[config.mk]
export PLATFORM = sky130hd
export DESIGN_NAME = cmd_uart_responder
export DESIGN_NICKNAME = d
export VERILOG_FILES = /design/src/rtl/cmd_uart_responder.sv
export SDC_FILE = /design/constraint.sdc
export NUM_CORES = 1
export LEC_CHECK = 0
export ABC_CLOCK_PERIOD_IN_PS = 2200
export CAP_MARGIN = 20
export CORE_MARGIN = 1.5
export CORE_UTILIZATION = 50
export CTS_CLUSTER_SIZE = 14
export DETAILED_ROUTE_END_ITERATION = 16
export PLACE_DENSITY = 0.73
export SYNTH_ARGS = -nofsm -noshare
export SYNTH_HDL_FRONTEND = slang
export SYNTH_SLANG_ARGS = --single-unit
[constraint.sdc]
create_clock -name clk -period 2.2 [get_ports clk]
set_input_delay 0.44 -clock clk [delete_from_list [all_inputs] [get_ports clk]]
set_output_delay 0.44 -clock clk [all_outputs]
set_load 0.01 [all_outputs]
[src/rtl/cmd_uart_responder.sv]
// Knight-side RemoteComm endpoint: UART RX/TX engines plus the two-byte command assembler.
// Commands arrive high byte first; 8-bit response codes go back out on TX.
module cmd_uart_responder #(
    parameter int unsigned BAUD_DIV = 5208,
    parameter int unsigned BYTE_TMO = 2_000_000
) (
    input  logic        clk,
    input  logic        rst_n,
    input  logic        RX,
    output logic        TX,
    output logic [15:0] cmd,
    output logic        cmd_rdy,
    input  logic        clr_cmd_rdy,
    input  logic [7:0]  resp,
    input  logic        trmt,
    output logic        tx_done
);

    localparam int unsigned CntW = $clog2(BAUD_DIV + 1);
    localparam int unsigned TmoW = $clog2(BYTE_TMO + 1);
    localparam logic [CntW-1:0] HalfM1 = CntW'(BAUD_DIV / 2 - 1);
    localparam logic [CntW-1:0] FullM1 = CntW'(BAUD_DIV - 1);
    localparam logic [TmoW-1:0] TmoM1  = TmoW'(BYTE_TMO - 1);

    typedef enum logic {RxIdle, RxRecv} rx_state_e;
    typedef enum logic {WaitHi, WaitLo} asm_state_e;
    typedef enum logic {TxIdle, TxXmit} tx_state_e;

    logic            rx_meta_q, rx_s_q;
    rx_state_e       rx_state_q, rx_state_d;
    logic [CntW-1:0] rx_cnt_q, rx_cnt_d;
    logic [3:0]      rx_bit_q, rx_bit_d;
    logic [7:0]      rx_shift_q, rx_shift_d;
    logic            rx_armed_q, rx_armed_d;
    logic            rx_start, rx_byte_vld, rx_frm_err;

    asm_state_e      asm_state_q, asm_state_d;
    logic [7:0]      hi_q, hi_d;
    logic [TmoW-1:0] tmo_q, tmo_d;
    logic [15:0]     cmd_q, cmd_d;
    logic            cmd_rdy_q, cmd_rdy_d;

    tx_state_e       tx_state_q, tx_state_d;
    logic [CntW-1:0] tx_cnt_q, tx_cnt_d;
    logic [3:0]      tx_bit_q, tx_bit_d;
    logic [9:0]      tx_shift_q, tx_shift_d;
    logic            tx_q, tx_d;
    logic            tx_done_q, tx_done_d;

    // A start is only accepted after the line has been seen idle-high, so a line held
    // low across reset or after a framing error is not mistaken for a new frame.
    always_comb begin
        rx_state_d  = rx_state_q;
        rx_cnt_d    = rx_cnt_q;
        rx_bit_d    = rx_bit_q;
        rx_shift_d  = rx_shift_q;
        rx_armed_d  = rx_armed_q;
        rx_start    = 1'b0;
        rx_byte_vld = 1'b0;
        rx_frm_err  = 1'b0;
        unique case (rx_state_q)
            RxIdle: begin
                if (rx_s_q) begin
                    rx_armed_d = 1'b1;
                end else if (rx_armed_q) begin
                    rx_start   = 1'b1;
                    rx_armed_d = 1'b0;
                    rx_state_d = RxRecv;
                    rx_cnt_d   = '0;
                    rx_bit_d   = '0;
                end
            end
            RxRecv: begin
                if (rx_cnt_q == (rx_bit_q == 4'd0 ? HalfM1 : FullM1)) begin
                    rx_cnt_d = '0;
                    rx_bit_d = rx_bit_q + 4'd1;
                    if (rx_bit_q == 4'd0) begin
                        if (rx_s_q) rx_state_d = RxIdle;
                    end else if (rx_bit_q == 4'd9) begin
                        rx_state_d  = RxIdle;
                        rx_byte_vld = rx_s_q;
                        rx_frm_err  = ~rx_s_q;
                    end else begin
                        rx_shift_d = {rx_s_q, rx_shift_q[7:1]};
                    end
                end else begin
                    rx_cnt_d = rx_cnt_q + CntW'(1);
                end
            end
            default: rx_state_d = RxIdle;
        endcase
    end

    always_comb begin
        asm_state_d = asm_state_q;
        hi_d        = hi_q;
        tmo_d       = tmo_q;
        cmd_d       = cmd_q;
        cmd_rdy_d   = cmd_rdy_q;
        if (clr_cmd_rdy || (rx_start && asm_state_q == WaitHi)) cmd_rdy_d = 1'b0;
        unique case (asm_state_q)
            WaitHi: begin
                if (rx_byte_vld) begin
                    hi_d        = rx_shift_q;
                    tmo_d       = '0;
                    asm_state_d = WaitLo;
                end
            end
            WaitLo: begin
                if (rx_frm_err) begin
                    hi_d        = '0;
                    asm_state_d = WaitHi;
                end else if (rx_byte_vld) begin
                    cmd_d       = {hi_q, rx_shift_q};
                    cmd_rdy_d   = 1'b1;
                    asm_state_d = WaitHi;
                end else if (rx_state_q == RxIdle && !rx_start) begin
                    if (tmo_q >= TmoM1) begin
                        hi_d        = '0;
                        asm_state_d = WaitHi;
                    end else begin
                        tmo_d = tmo_q + TmoW'(1);
                    end
                end
            end
            default: asm_state_d = WaitHi;
        endcase
    end

    always_comb begin
        tx_state_d = tx_state_q;
        tx_cnt_d   = tx_cnt_q;
        tx_bit_d   = tx_bit_q;
        tx_shift_d = tx_shift_q;
        tx_d       = tx_q;
        tx_done_d  = tx_done_q;
        unique case (tx_state_q)
            TxIdle: begin
                tx_d = 1'b1;
                if (trmt) begin
                    tx_shift_d = {1'b1, resp, 1'b0};
                    tx_done_d  = 1'b0;
                    tx_cnt_d   = '0;
                    tx_bit_d   = '0;
                    tx_d       = 1'b0;
                    tx_state_d = TxXmit;
                end
            end
            TxXmit: begin
                if (tx_cnt_q == FullM1) begin
                    tx_cnt_d = '0;
                    if (tx_bit_q == 4'd9) begin
                        tx_state_d = TxIdle;
                        tx_done_d  = 1'b1;
                        tx_d       = 1'b1;
                    end else begin
                        tx_bit_d   = tx_bit_q + 4'd1;
                        tx_shift_d = {1'b1, tx_shift_q[9:1]};
                        tx_d       = tx_shift_q[1];
                    end
                end else begin
                    tx_cnt_d = tx_cnt_q + CntW'(1);
                end
            end
            default: tx_state_d = TxIdle;
        endcase
    end

    always_ff @(posedge clk or negedge rst_n) begin
        if (!rst_n) begin
            rx_meta_q   <= 1'b1;
            rx_s_q      <= 1'b1;
            rx_state_q  <= RxIdle;
            rx_cnt_q    <= '0;
            rx_bit_q    <= '0;
            rx_shift_q  <= '0;
            rx_armed_q  <= 1'b0;
            asm_state_q <= WaitHi;
            hi_q        <= '0;
            tmo_q       <= '0;
            cmd_q       <= '0;
            cmd_rdy_q   <= 1'b0;
            tx_state_q  <= TxIdle;
            tx_cnt_q    <= '0;
            tx_bit_q    <= '0;
            tx_shift_q  <= '1;
            tx_q        <= 1'b1;
            tx_done_q   <= 1'b0;
        end else begin
            rx_meta_q   <= RX;
            rx_s_q      <= rx_meta_q;
            rx_state_q  <= rx_state_d;
            rx_cnt_q    <= rx_cnt_d;
            rx_bit_q    <= rx_bit_d;
            rx_shift_q  <= rx_shift_d;
            rx_armed_q  <= rx_armed_d;
            asm_state_q <= asm_state_d;
            hi_q        <= hi_d;
            tmo_q       <= tmo_d;
            cmd_q       <= cmd_d;
            cmd_rdy_q   <= cmd_rdy_d;
            tx_state_q  <= tx_state_d;
            tx_cnt_q    <= tx_cnt_d;
            tx_bit_q    <= tx_bit_d;
            tx_shift_q  <= tx_shift_d;
            tx_q        <= tx_d;
            tx_done_q   <= tx_done_d;
        end
    end

    assign TX      = tx_q;
    assign cmd     = cmd_q;
    assign cmd_rdy = cmd_rdy_q;
    assign tx_done = tx_done_q;

endmodule

==> flow_summary_export.csv <==
group,metric,value,unit
place,port_buffers,31,
clock_tree,path_clk_slew,0.10,ns
power_and_ir_drop,p_switching,974,µW
floorplan,ios,32,
timing,rsz0062_at_grt,"true",
power_and_ir_drop,clkPwrFrac,32.4,%
detailed_routing,drt_iter0_drc,226,
clock_tree,worst_skew_pair.late_latency,0.39,ns
timing,setup_viol,24,
power_and_ir_drop,powerDensity,533,mW/mm²
layout,final_cell_mix,"dfrtp_1, buf_4, nand2_1",
global_route,grt.overflow.total,0,
power_and_ir_drop,p_seq_share,58.0,%
timing,setup_slack,-0.0822,ns
place,dp_hpwl,7970,µm
detailed_routing,routed_via_density,5.71,
power_and_ir_drop,power.total,3550,µW
yosys,synth_cells,500,
floorplan,die_h,106,µm
yosys,synth-seq-cells,104,
clock_tree,htreeDepth,3,
yosys,yosys-top-cells-area,"dfrtp_1, dfstp_2, o21ai_0, nand2_1, mux2i_1",
global_route,grt_pass1_wl,19800,µm
clock_tree,cts_sinks,104,
floorplan,core_area,0.0103,mm²
critical_path,critPathCaptureType,"flop",
floorplan,die_x,106,µm
yosys,yosysUniqueCellTypes,64,
floorplan,rows,37,
power_and_ir_drop,combPwrFrac,9.7,%
power_and_ir_drop,p_int,2580,µW
yosys,synth_warnings,0,
min_path,hold_class,"flop to flop",
power_and_ir_drop,cellLeakagePower,0.00298,µW
critical_path,startpoint_type,"flop",
job,cap_violations,0,
clock_tree,clockBufferDepth,2,
layout,syn_to_final_growth,26.1,%
detailed_routing,dr.pass1.iters,4,
timing,fmax,0.438,GHz
timing,slew_violations,0,
layout,final_common_cell,"dfrtp_1",
power_and_ir_drop,swShare,27.4,%
detailed_routing,routed_wl,11800,µm
yosys,syn_area,0.00528,mm²
yosys,synth_top_area_share,44.1,%
timing,maxSlewHeadroom,58.3,%
place,dp_slack,-0.0575,ns
timing,fin_crit,2.28,ns
yosys,yosys.area.top_type,"dfrtp_1",
detailed_routing,wl_per_cell,16.2,µm
clock_tree,cts_root_buffer,"clkbuf_8",
yosys,synth-seq-area-share,49.6,%
clock_tree,numCtsBuffers,9,
layout,antennaDiodeCount,0,
clock_tree,cts_tree,"built",
layout,finalNetCount,612,
outcome,status,"finished with violations",
detailed_routing,via_count,4179,
timing,tns,-1.04,ns
yosys,synthArstFlopShare,100,%
global_route,antenna_found_initial,0,
place,dp_cells,702,
outcome,failed_checks,"setup timing",
layout,drive_gt1_share,28.0,%
layout,stdcell_area,0.00666,mm²
yosys,synthFlopType,"dfrtp_1",
critical_path,crit_type,"flop to flop",
power_and_ir_drop,peakVddDrop,0.000591,V
timing,final.period_utilization,104,%
layout,instances_no_fill,732,
global_route,grt_pass1_vias,4134,
yosys,synth_nets,521,
timing,hold_viol_final,0,
critical_path,crit_required,2.48,ns
yosys,syn-mean-instance-area,10.6,µm²
critical_path,worstPathMaxFanout,17,
place,postPlaceCellArea,0.00611,mm²
timing,tightestPinTransition,0.625,ns
floorplan,start_util,51.4,%
global_route,track_usage,22.1,%
critical_path,arrival,2.56,ns
place,gp_congestion,0.871,
yosys,synth_edf_count,0,
detailed_routing,drtAntennaViolNets,0,
global_route,grt_max_degree,50,
timing,worst_clock_skew,0.00943,ns
detailed_routing,drc,0,
floorplan,die_area,0.0112,mm²
## what timing repair did
| item | CTS | global route |
|---|---|---|
| buffers inserted | 3 | 10 |
| resized for setup | 10 | 50 |
| hold endpoints to repair | 18 | 0 |
| pin swaps | 4 | 15 |
| hold buffers | 1 | 0 |
| setup endpoints to repair | 43 | 77 |
## power by group through the flow
stage,clock network [µW],registers (µW),logic (µW)
6_report,1150,2060,343
5_1_grt,1250,2070,381
4_1_cts,1190,2050,340
3_5_place_dp,0,2090,335
3_3_place_gp,0,2090,330
2_1_floorplan,0,2100,163
## layer usage
layer | GRT usage (%) | vias up | part of all wire (%)
met3 | 5.94 | 10 | 3.5
met5 | 0 | - | 0
met2 | 34.6 | 64 | 49
met1 | 30.0 | 2077 | 47
met4 | 7.24 | 0 | 1.1
li1 | - | 2028 | -
## cells in the mapped netlist (5+ instances only)
| master | instances |
|---|---|
| nand2_1 | 51 |
| buf_2 | 6 |
| xnor2_1 | 5 |
| o22ai_1 | 5 |
| mux2_2 | 16 |
| xor2_1 | 7 |
| ha_1 | 8 |
| a21oi_1 | 24 |
| nand2b_1 | 9 |
| nand3_1 | 24 |
| mux2_4 | 9 |
| inv_1 | 9 |
| o2bb2ai_1 | 9 |
| dfstp_2 | 11 |
| nor2_1 | 35 |
| and3_1 | 9 |
| nor3_1 | 5 |
| o21ai_0 | 40 |
| nand4_1 | 10 |
| dfrtp_1 | 93 |
| clkbuf_1 | 10 |
| o31ai_1 | 13 |
| mux2i_1 | 19 |
| a31oi_1 | 13 |
## final cells by class
class / count / area, µm²
timing repair buffer: 99 / 888
sequential: 104 / 2620
clock buffer: 9 / 124
inverter: 9 / 33.8
tap: 136 / 170
clock inverter: 7 / 65.1
fill: 787 / 3620
multi-input combinational: 368 / 2760
## sequential cells by signal, indices dropped and copies added, names as in the netlist, 4 cells and up
name	cells
cmd	16
hi_q	8
rx_bit_q	4
rx_cnt_q	13
rx_shift_q	8
tmo_q	21
tx_bit_q	4
tx_cnt_q	13
tx_shift_q	8
## cells by family after synthesis
group                    count (synthesis)  share of synthesized area [%]
multiplexers                            44                           9.58
AND/OR/NAND/NOR                        168                           16.4
flip-flops                             104                           49.6
adder cells (fa/ha/maj)                  8                           1.90
AO/OA/AOI/OAI                          136                           18.2
buffers and inverters                   28                           2.42
XOR/XNOR                                12                           1.99
## through the flow
step                      hold WS, ns  utilization (%)
after floorplan                 0.144                -
after global placement          0.346             59.5
after detailed placement        0.348             59.5
after CTS                       0.358             62.0
after global routing            0.349             64.8
final                           0.355             64.8
## path summary, 6_finish.rpt
check                             from        end  slack (ns)  depth (start not counted)
max in group asynchronous        rst_n  rx_meta_q        1.14                          3
min reg2reg                  rx_meta_q     rx_s_q        0.36                          0
min                          rx_meta_q     rx_s_q        0.36                          0
max                        rx_bit_q[1]     cmd[7]       -0.08                          8
max reg2reg                rx_bit_q[1]     cmd[7]       -0.08                          8
min in group asynchronous        rst_n     cmd[4]        0.46                          2
## critical path: stages (launching register included)
cell	delay (ns)
dfrtp_1	0.37
inv_2	0.06
ha_4	0.14
nor3b_4	0.15
or4_4	0.49
a211oi_4	0.33
nand4_4	0.14
buf_12	0.19
mux2_4	0.29
(Power assumes the default switching activity.)
